File: src/rtl/adc_reader.sv
// Dual-channel serial ADC reader: drives shared CS/SCLK, shifts in two 16-bit
// frames (4 leading zeros + 12-bit sample, MSB first) and strobes both results.
module adc_reader #(
    parameter int HALF_DIV    = 1,
    parameter int QUIET_TICKS = 2
) (
    input  logic        clk,
    input  logic        rst,
    input  logic        en,
    output logic        pmod_cs,
    output logic        pmod_sclk,
    input  logic        pmod_d0,
    input  logic        pmod_d1,
    output logic [11:0] data_a,
    output logic [11:0] data_b,
    output logic        valid,
    output logic        zero_err,
    output logic        busy
);

    localparam int DW = (HALF_DIV > 1) ? $clog2(HALF_DIV) : 1;
    localparam int CW = ($clog2(QUIET_TICKS) > 6) ? $clog2(QUIET_TICKS) : 6;

    localparam logic [DW-1:0] DIV_LAST   = DW'(HALF_DIV - 1);
    localparam logic [CW-1:0] LAST_BIT   = CW'(31);
    localparam logic [CW-1:0] CONV_END   = CW'(32);
    localparam logic [CW-1:0] QUIET_LAST = CW'(QUIET_TICKS - 1);

    typedef enum logic [1:0] {
        IDLE  = 2'd0,
        CONV  = 2'd1,
        QUIET = 2'd2
    } state_t;

    function automatic logic lead_bits_set(input logic [15:0] a, input logic [15:0] b);
        return |{a[15:12], b[15:12]};
    endfunction

    state_t        state_r, state_s;
    logic [DW-1:0] div_r, div_s;
    logic [CW-1:0] half_r, half_s;
    logic [15:0]   sr_a_r, sr_a_s, sr_b_r, sr_b_s;
    logic          done_r, done_s;
    logic          cs_r, cs_s, sclk_r, sclk_s;
    logic [11:0]   data_a_r, data_a_s, data_b_r, data_b_s;
    logic          valid_r, valid_s, zero_err_r, zero_err_s, busy_r, busy_s;
    logic          tick_s;

    // Next-state and next-output logic; half_r counts elapsed ticks in CONV/QUIET.
    always_comb begin
        state_s    = state_r;
        div_s      = div_r;
        half_s     = half_r;
        sr_a_s     = sr_a_r;
        sr_b_s     = sr_b_r;
        cs_s       = cs_r;
        sclk_s     = sclk_r;
        done_s     = 1'b0;
        tick_s     = (div_r == DIV_LAST);
        valid_s    = done_r;
        data_a_s   = done_r ? sr_a_r[11:0] : data_a_r;
        data_b_s   = done_r ? sr_b_r[11:0] : data_b_r;
        zero_err_s = done_r ? lead_bits_set(sr_a_r, sr_b_r) : zero_err_r;
        case (state_r)
            IDLE: begin
                cs_s   = 1'b1;
                sclk_s = 1'b1;
                div_s  = '0;
                half_s = '0;
                if (en) begin
                    state_s = CONV;
                    cs_s    = 1'b0;
                end else begin
                    state_s = IDLE;
                end
            end
            CONV: begin
                if (tick_s) begin
                    div_s  = '0;
                    half_s = half_r + CW'(1);
                    if (half_r == CONV_END) begin
                        state_s = QUIET;
                        cs_s    = 1'b1;
                        half_s  = '0;
                    end else if (!half_r[0]) begin
                        sclk_s = 1'b0;
                    end else begin
                        // Rising SCLK edge: capture the bit the ADC drove on the falling edge.
                        sclk_s = 1'b1;
                        sr_a_s = {sr_a_r[14:0], pmod_d0};
                        sr_b_s = {sr_b_r[14:0], pmod_d1};
                        done_s = (half_r == LAST_BIT);
                    end
                end else begin
                    div_s = div_r + DW'(1);
                end
            end
            QUIET: begin
                if (tick_s) begin
                    div_s = '0;
                    if (half_r == QUIET_LAST) begin
                        half_s = '0;
                        if (en) begin
                            state_s = CONV;
                            cs_s    = 1'b0;
                        end else begin
                            state_s = IDLE;
                        end
                    end else begin
                        half_s = half_r + CW'(1);
                    end
                end else begin
                    div_s = div_r + DW'(1);
                end
            end
            default: begin
                state_s = IDLE;
                cs_s    = 1'b1;
                sclk_s  = 1'b1;
                div_s   = '0;
                half_s  = '0;
            end
        endcase
        busy_s = (state_s != IDLE);
    end

    // State and output registers with synchronous reset.
    always_ff @(posedge clk) begin
        if (rst) begin
            state_r    <= IDLE;
            div_r      <= '0;
            half_r     <= '0;
            sr_a_r     <= 16'h0000;
            sr_b_r     <= 16'h0000;
            done_r     <= 1'b0;
            cs_r       <= 1'b1;
            sclk_r     <= 1'b1;
            data_a_r   <= 12'h000;
            data_b_r   <= 12'h000;
            valid_r    <= 1'b0;
            zero_err_r <= 1'b0;
            busy_r     <= 1'b0;
        end else begin
            state_r    <= state_s;
            div_r      <= div_s;
            half_r     <= half_s;
            sr_a_r     <= sr_a_s;
            sr_b_r     <= sr_b_s;
            done_r     <= done_s;
            cs_r       <= cs_s;
            sclk_r     <= sclk_s;
            data_a_r   <= data_a_s;
            data_b_r   <= data_b_s;
            valid_r    <= valid_s;
            zero_err_r <= zero_err_s;
            busy_r     <= busy_s;
        end
    end

    assign pmod_cs   = cs_r;
    assign pmod_sclk = sclk_r;
    assign data_a    = data_a_r;
    assign data_b    = data_b_r;
    assign valid     = valid_r;
    assign zero_err  = zero_err_r;
    assign busy      = busy_r;

endmodule

File: config.mk
export PLATFORM = sky130hd
export DESIGN_NAME = adc_reader
export DESIGN_NICKNAME = d
export VERILOG_FILES = /design/src/rtl/adc_reader.sv
export SDC_FILE = /design/constraint.sdc
export NUM_CORES = 1
export LEC_CHECK = 0
export CORE_ASPECT_RATIO = 0.8
export CORE_MARGIN = 5
export CORE_UTILIZATION = 45
export DETAILED_ROUTE_END_ITERATION = 8
export MAX_ROUTING_LAYER = met4
export PLACE_DENSITY = 0.66
export RECOVER_POWER = 50
export SYNTH_ARGS = -nofsm -noshare
export SYNTH_HDL_FRONTEND = slang
export SYNTH_SLANG_ARGS = --single-unit
File: constraint.sdc
create_clock -name clk -period 1.7 [get_ports clk]
set_input_delay 0.34 -clock clk [delete_from_list [all_inputs] [get_ports clk]]
set_output_delay 0.34 -clock clk [all_outputs]
set_load 0.1 [all_outputs]
* Word level (Yosys, flattened, before mapping) *
Index checks and enable logic that the tools add are counted.

storage, ports and cells
  register bits = 71

cells by class
  add/sub/neg operators = 2
  equal/unequal tests = 11
  muxes and demuxes = 22
  bitwise gates (word level) = 6
  reduce and logical (&&, ||, !) cells = 10

operator list
  cell                                                                   count
  6-bit 2-to-1 mux                                                       4
  2-bit != test, second input constant                                   6
  6-bit case mux with 2 select lines                                     1
  1-bit 2-to-1 mux                                                       10
  2-bit 2-to-1 mux                                                       4
  8-bit OR reduction                                                     1
  6-bit by 1-bit adder with 6-bit output, second input constant          1
  6-bit by 1-bit equality test with 1-bit output, second input constant  1
  6-bit by 5-bit equality test with 1-bit output, second input constant  1
  6-bit equality test, second input constant                             1
  1-bit NOT                                                              6
  2-bit case mux with 3 select lines                                     1
  5-bit AND reduction                                                    1
  5-bit OR reduction                                                     1
  4-bit AND reduction                                                    1
  1-bit case mux with 3 select lines                                     1
  3-bit AND reduction                                                    1
  3-bit OR reduction                                                     1
  2-bit by 1-bit equality test with 1-bit output, second input constant  1
  2-bit equality test, second input constant                             1
  2-bit logical NOT                                                      1
  1-bit case mux with 2 select lines                                     1
  2-bit AND reduction                                                    1
  2-bit nonzero test                                                     1
  other kinds (2)                                                        2

* Longest topological paths before layout *
Gate-level depths: netlist (run 1).

  word-level depth = 5
  depth in mapped cells = 7
  gate-level depth less buffers = 6

* Worst setup path before layout (run 1) *
OpenSTA, ideal clock, no wires.

  path kind = register to register
  start point = register half_r[0]
  end point = register sr_a_r[12]
  arrival = 1610 ps
  required time = 1561 ps
  slack = -49 ps
  cell stages (with the launch flop) = 8
  path buffers = 1
  period minus slack after synthesis = 1749 ps
  cells stage by stage = dfxtp_1 inv_1 ha_1 and2_4 a2111o_1 buf_2 nand2_1 a21oi_2

on the way
  word-level cells in the longest chain between the ends = 3

ends and longest elaborated chain
  what                                    line  text
  start: declaration                      41    logic [CW-1:0] half_r, half_s;
  start signal: assignment                146   half_r <= half_s;
  6-bit equality test                     81    if (half_r == CONV_END) begin
  1-bit NOT (no source line)              --
  4-bit AND reduction (no source line) *  --
  end signal: assignment                  147   sr_a_r <= sr_a_s;
  end: declaration                        42    logic [15:0] sr_a_r, sr_a_s, sr_b_r, sr_b_s;

Mark *: on every way between the ends. The rest lies on a longest branch, timed or not.
A chain may end at the register's enable or synchronous reset.

* Worst setup path after layout (run 1) *
  start point = register half_r[0]
  end point = register sr_b_r[1]

on the way
  word-level cells in the longest chain between the ends = 3

ends and longest elaborated chain
  what                                    line  text
  6-bit equality test                     81
  1-bit NOT (no source line)              --
  4-bit AND reduction (no source line) *  --
  end signal: assignment                  148   sr_b_r <= sr_b_s;
  end: declaration                        42

Marks and branches as above.

==> run_results.csv, run 1 <==
group,metric,value,unit
logic_synthesis,synth_edf_count,0,
run,cap_viol_max_count,0,
logic_synthesis,synth_top_area_cell,"dfxtp_1",
critical_path,rr_endpoint,"sr_b_r[1]",
clocking,holdBufCountCts,0,
routing,avgViaCountPerCell,4.99,
timing,min_period,1.66,ns
global_route,gr-usage-met1,0.202,
critical_path,startpoint,"half_r[0]",
routing,first_iter_violations,109,
logic_synthesis,syn_area_per_cell,9.15,um^2
global_route,gr-usage-met2,0.233,
routing,ant_nets,0,
global_route,overflow,0,
die,ios,34,
logic_synthesis,yosys_register_bits,71,
power_and_ir_drop,power_density,834,nW/um^2
die,die-width,99.2,um
critical_path,reg2regPathDepth,7,
die,fp-row-count,26,
power_and_ir_drop,peakVddDrop,494,uV
critical_path,r2r_setup_slack,0.04,ns
power_and_ir_drop,switching_power,733,uW
logic_synthesis,synth_area_leaders,"dfxtp_1, nand2_1, mux2i_1",
logic_synthesis,yosys_warnings,0,
logic_synthesis,ys_seq_area_frac,0.496,
critical_path,worstSetupPathType,"reg2reg",
logic_synthesis,syn-num-nets,325,
min_path,worstHoldPathType,"in2reg",
global_route,met3_usage,0.0549,
timing,slew_headroom,0.437,
cells_and_area,area_delta_synth_final,32.8,%
power_and_ir_drop,p_int,2.44,mW
timing,worst_hold_slack,0.355,ns
clocking,clockRootBuffer,"clkbuf_8",
global_route,antenna_found_initial,0,
critical_path,cp.arrival,1.89,ns
critical_path,cp-endpoint,"sr_b_r[1]",
global_route,grt_pass1_vias,2108,
power_and_ir_drop,clkPwrFrac,0.422,
clocking,cts_tree,"built",
run_status,run_status,"completed",
timing,fmax,603,MHz
clocking,clock_latency,0.34,ns
place,io_buffers,33,
logic_synthesis,synthArstFlopShare,0,
cells_and_area,final_util,0.606,
critical_path,critPathMaxFanout,22,
logic_synthesis,ys_types,43,
critical_path,end_kind,"flip-flop",
logic_synthesis,synth_ff_type,"dfxtp_1",
die,coreArea,6280,um^2
cells_and_area,antennaDiodeCount,0,
routing,dr.pass1.iters,4,
power_and_ir_drop,switching_share,0.231,
critical_path,critPathRequiredTime,1.93,ns
logic_synthesis,synth_top_area_share,0.496,
clocking,cts-buffers-inserted,9,
logic_synthesis,netlist_instances,313,
clocking,clkSlewWorstSetupHoldPaths,0.07,ns
power_and_ir_drop,p_leak,1.31,nW
timing,fin_crit_sh,0.976,
critical_path,reg2reg_from,"half_r[0]",
place,dp_hpwl,3.75,mm
timing,slew_viol_final,0,
timing,tns,0,ns
timing,finalSetupViolCount,0,
global_route,grt_start_max_net_pins,37,
place,place.gp.congestion,0.799,
global_route,busiest_layer,"met2",
logic_synthesis,synth_area,2870,um^2
timing,hold_violations,0,
power_and_ir_drop,seq_power_share,0.529,
cells_and_area,layout-drive-gt1-share,0.261,
global_route,grt_usage,0.158,
power_and_ir_drop,power.share.combinational,0.049,
routing,drc,0,
routing,routedWlPerCell,13.0,um
cells_and_area,nets,367,
clocking,clk_path_buf_depth,2,
die,die_y,81.4,um
global_route,grt_pass1_wl,9.86,mm
clocking,htreeDepth,3,
critical_path,worst_setup_path_start_kind,"flip-flop",
timing,rsz0062_at_grt,"true",
routing,drt_wl_total,5.77,mm
routing,vias,2216,
die,start_util,0.456,
clocking,cts_sinks,71,
die,dieArea,8070,um^2
timing,tightest_slew,0.844,ns
timing,skew,0.00837,ns
==> worst min-delay path by stage <==
stage                           from    endpoint  slack, ns  depth (start not counted)
final                            rst   half_r[3]       0.35                          2
after global routing             rst   half_r[5]       0.38                          2
after CTS                        rst   half_r[3]       0.35                          2
after detailed placement  sr_a_r[15]  sr_a_r[15]       0.46                          2
after global placement    sr_a_r[15]  sr_a_r[15]       0.44                          2
after floorplan           sr_a_r[15]  sr_a_r[15]       0.44                          2
==> critical path, cell delays in order, from the launching register on <==
cell      delay (ns)
dfxtp_2         0.34
inv_2           0.04
ha_2            0.16
and2_4          0.17
a2111o_1        0.47
buf_12          0.20
nand2_1         0.09
a21oi_2         0.06
==> cell usage in the layout, fill, tap and decap left out, drive strengths merged, types with 2 or more instances in the layout <==
cell type      instances
nand2                 71
mux2i                 24
dfxtp                 71
nor3                   6
inv                    5
clkbuf                17
ha                     7
clkdlybuf4s50          3
a21oi                 33
nor2                  33
a22oi                  2
or3                    2
a311oi                 2
o21ai                  2
clkinvlp               3
nor4                   4
nand3                  6
nor2b                  2
xnor2                  3
buf                   41
==> state kept, by name, indices dropped and copies added, names as in the netlist <==
register / cells
busy: 1
state_r: 2
data_b: 12
zero_err: 1
pmod_cs: 1
sr_b_r: 16
half_r: 6
pmod_sclk: 1
done_r: 1
data_a: 12
sr_a_r: 16
valid: 1
div_r: 1
==> cell type report <==
type	instances	area [um^2]
clock inverters	5	57.6
fillers	521	2470
well taps	84	105
clock buffers	11	141
repair buffers	50	694
inverters	5	18.8
multi-input cells	218	1360
flip-flops and latches	71	1430
==> metrics by stage <==
stage / power [mW] / cell area (um^2) / std cells / setup slack [ns]
2_1_floorplan: 1.81 / 2870 / 313 / 0.0260
3_3_place_gp: 1.87 / 3630 / 426 / 0.0783
3_5_place_dp: 1.87 / 3630 / 426 / 0.0167
4_1_cts: 3.21 / 3830 / 442 / 0.00308
5_1_grt: 3.30 / 3800 / 444 / -0.0550
6_report: 3.17 / 3800 / 444 / 0.0407
==> cell families after synthesis <==
group	after synthesis	share of synthesized area
AO/OA/AOI/OAI	50	0.133
XOR/XNOR	4	0.0122
adder cells (fa/ha/maj)	7	0.0306
buffers and inverters	24	0.0424
flip-flops	71	0.496
multiplexers	25	0.0878
other	1	0.00131
AND/OR/NAND/NOR	131	0.197
==> cell usage after synthesis (all sizes together), types with 4 or more instances <==
cell type / number
nor3: 6
mux2i: 24
nand3: 6
nand2: 71
nor4: 4
a21oi: 33
buf: 10
ha: 7
nor2: 33
dfxtp: 71
clkbuf: 9
inv: 5
==> power by group through the flow <==
stage / clock network, mW / logic, mW / registers (mW)
floorplan: 0 / 0.0670 / 1.75
global placement: 0 / 0.155 / 1.72
detailed placement: 0 / 0.156 / 1.72
CTS: 1.38 / 0.156 / 1.68
global route: 1.45 / 0.169 / 1.68
finish: 1.34 / 0.157 / 1.68
==> per-layer routing <==
| metal | share of wire | up-vias |
|---|---|---|
| met3 | 0.046 | 9 |
| li1 | - | 1142 |
| met2 | 0.46 | 48 |
| met1 | 0.48 | 1017 |
| met5 | 0 | - |
| met4 | 0.012 | 0 |
==> what timing repair did <==
action,4_1_cts,5_1_grt
buffers inserted,0,1
setup endpoints to repair,0,38
endpoints found under the hold margin,0,0
gates resized for setup,0,14
Power figures use the tool's default switching activity.
==> inputs of run 2 (changes only) <==
Settings changed: ABC_AREA set to 1, SLEW_MARGIN set to 30.
==> run 2 against run 1 <==
Net effect:
- combinational power rose by 18%
- critical path type unchanged
- sequential cell count did not move
- hold slack improved by 0.11 ns
- critical endpoint is now half_r[5]
- worst setup slack improved by 0.091 ns
- via count rose by 12%
- register-to-register slack improved by 0.09 ns
==> run_results.csv, run 2 <==
group,metric,value,unit
run_status,run_status,"completed",
global_route,grt_start_max_net_pins,34,
logic_synthesis,synth_ff_type,"dfxtp_1",
timing,slew_viol_final,0,
cells_and_area,nets,416,
place,placed_area,3670,um^2
global_route,grt_pass1_vias,2427,
routing,avgViaCountPerCell,5.04,
clocking,cts_tree,"built",
logic_synthesis,syn-num-nets,376,
critical_path,crit_family,"simple AND/OR/NAND/NOR gates",
critical_path,end_kind,"flip-flop",
logic_synthesis,synth_area,2890,um^2
place,pre_cts_ws,0.108,ns
logic_synthesis,yosys_warnings,0,
routing,routed-wl-met3,263,um
timing,skew,0.00715,ns
die,die_y,81.6,um
cells_and_area,multi_input_area,1260,um^2
logic_synthesis,synth_edf_count,0,
cells_and_area,antennaDiodeCount,0,
critical_path,critPathMaxFanout,5,
timing,min_period,1.57,ns
die,ios,34,
power_and_ir_drop,finalPower,3.05,mW
routing,routed.top_layer,"met4",
timing,finalSetupViolCount,0,
critical_path,worstPathCellList,"inv_1, ha_1, nor2_1, nor2_2, nor2_1, nand3_1, nand2_1, nand3_1, nor2_1",
global_route,grt_usage,0.180,
timing,slew_headroom,0.628,
cells_and_area,final_common_cell,"dfxtp_1",
cells_and_area,fillers,610,
routing,first_iter_violations,169,
die,coreArea,6310,um^2
cells_and_area,top_regs,"sr_a_r x16, sr_b_r x16",
routing,wl_met2,2.89,mm
die,fp-row-count,26,
global_route,grt_pass1_wl,11.2,mm
cells_and_area,final_util,0.555,
power_and_ir_drop,power_density,870,nW/um^2
logic_synthesis,synth_top_area_cell,"dfxtp_1",
timing,fmax,638,MHz
logic_synthesis,ys_types,29,
run,cap_viol_max_count,0,
timing,fin_crit_sh,0.923,
min_path,worstHoldPathType,"reg2reg",
clocking,clock_latency,0.35,ns
routing,ant_nets,0,
cells_and_area,layout-drive-gt1-share,0.176,
routing,drt_wl_total,6.44,mm
logic_synthesis,yosys_register_bits,71,
die,die-width,99.5,um
cells_and_area,regArea,1420,um^2
clocking,htreeDepth,3,
logic_synthesis,synth_common_cells,"dfxtp_1, nand2_1, nor2_1",
cells_and_area,area_delta_synth_final,21.4,%
critical_path,worstSetupPathType,"reg2reg",
timing,hold_violations,0,
critical_path,cp_slowest_cell,"dfxtp_1",
global_route,antenna_found_initial,0,
logic_synthesis,synth.most_common_cell,"dfxtp_1",
critical_path,cp.arrival,1.85,ns
clocking,clk_path_buf_depth,2,
place,dp_hpwl,4.33,mm
critical_path,path_buf_inv,1,
critical_path,cp_common_cell,"nor2_1",
critical_path,worst_setup_path_start_kind,"flip-flop",
logic_synthesis,syn_area_per_cell,7.93,um^2
critical_path,crit_path_max_incr_delay,0.39,ns
timing,fin_ws,0.132,ns
timing,worst_hold_slack,0.468,ns
place,placed_cells,475,
place,place.gp.congestion,0.901,
logic_synthesis,synthArstFlopShare,0,
clocking,cts-buffers-inserted,9,
clocking,clockRootBuffer,"clkbuf_8",
power_and_ir_drop,peakVddDrop,590,uV
routing,dr.pass1.iters,4,
global_route,overflow,0,
die,dieArea,8130,um^2
cells_and_area,final_cells,492,
routing,drc,0,
logic_synthesis,synth_top_area_share,0.492,
cells_and_area,final_area,3500,um^2
clocking,cts_sinks,71,
critical_path,critPathRequiredTime,1.99,ns
clocking,clkSlewWorstSetupHoldPaths,0.07,ns
die,start_util,0.457,
routing,routedWlPerCell,13.1,um
cells_and_area,final_cell_mix,"dfxtp_1, nand2_1, nor2_1, nand3_1, a21oi_1",
logic_synthesis,ys_seq_area_frac,0.492,
logic_synthesis,synth_area_leaders,"dfxtp_1, nand3_1, a21oi_1",
critical_path,r2r_setup_slack,0.13,ns
routing,wl_met1,3.23,mm
logic_synthesis,netlist_instances,364,
timing,tns,0,ns
timing,tightest_slew,0.561,ns
power_and_ir_drop,p_leak,1.43,nW
timing,rsz0062_at_grt,"true",
place,io_buffers,33,
routing,vias,2478,
## run 2: cell count changes in the layout (fill, tap and decap cells not counted), moves of 16 or more
| cell | change |
|---|---|
| nor2_1 | +17 |
| clkbuf_2 | +18 |
| nand3_1 | +38 |
| inv_1 | +21 |
| mux2i_1 | -24 |
| nand2_1 | -20 |
| buf_12 | -16 |
| o21ai_0 | +28 |
| a21oi_1 | +22 |
## run 2: layer usage
metal,GRT usage,vias up
li1,-,1286
met1,0.227,1137
met2,0.279,49
met3,0.0611,6
met4,0.0450,0
met5,-,-
## run 2: area by class of cell
type,instances,share of cell area
Timing Repair Buffer,50,0.130
Clock inverter,5,0.0100
Multi-Input combinational cell,247,0.358
Clock buffer,10,0.0393
Sequential cell,71,0.406
Tap cell,84,0.0300
Inverter,25,0.0268
## run 2: path summary, 6_finish.rpt
path / startpoint / end / depth (start not counted)
setup / recovery: state_r[0] / half_r[5] / 9
hold / removal: sr_b_r[0] / data_b[0] / 2
setup reg to reg: state_r[0] / half_r[5] / 9
hold reg to reg: sr_b_r[0] / data_b[0] / 2
## run 2: repair_timing
action,4_1_cts,5_1_grt
resized for setup,0,3
endpoints found under the setup margin,0,13
setup buffers,0,2
hold buffers,0,0
## run 2: worst reg2reg max path: cells and delay by family, from the launching register on
family	cells	cell delay, ns
and+or+nand+nor	7	0.82
DFF	1	0.39
adders and majority gates	1	0.21
buffers and inverters	1	0.10
## run 2: cell families after synthesis
logic type               Yosys count  synth area share
AND/OR/NAND/NOR                  162             0.264
buffers and inverters             46            0.0737
AO/OA/AOI/OAI                     77             0.139
flip-flops                        71             0.492
other                              1           0.00130
adder cells (fa/ha/maj)            7            0.0303
## run 2: power by group
part,internal [mW],total [mW],switching [mW]
combinational,0.0592,0.186,0.127
sequential,1.67,1.68,0.00611
clock,0.557,1.19,0.630
total,2.29,3.05,0.763
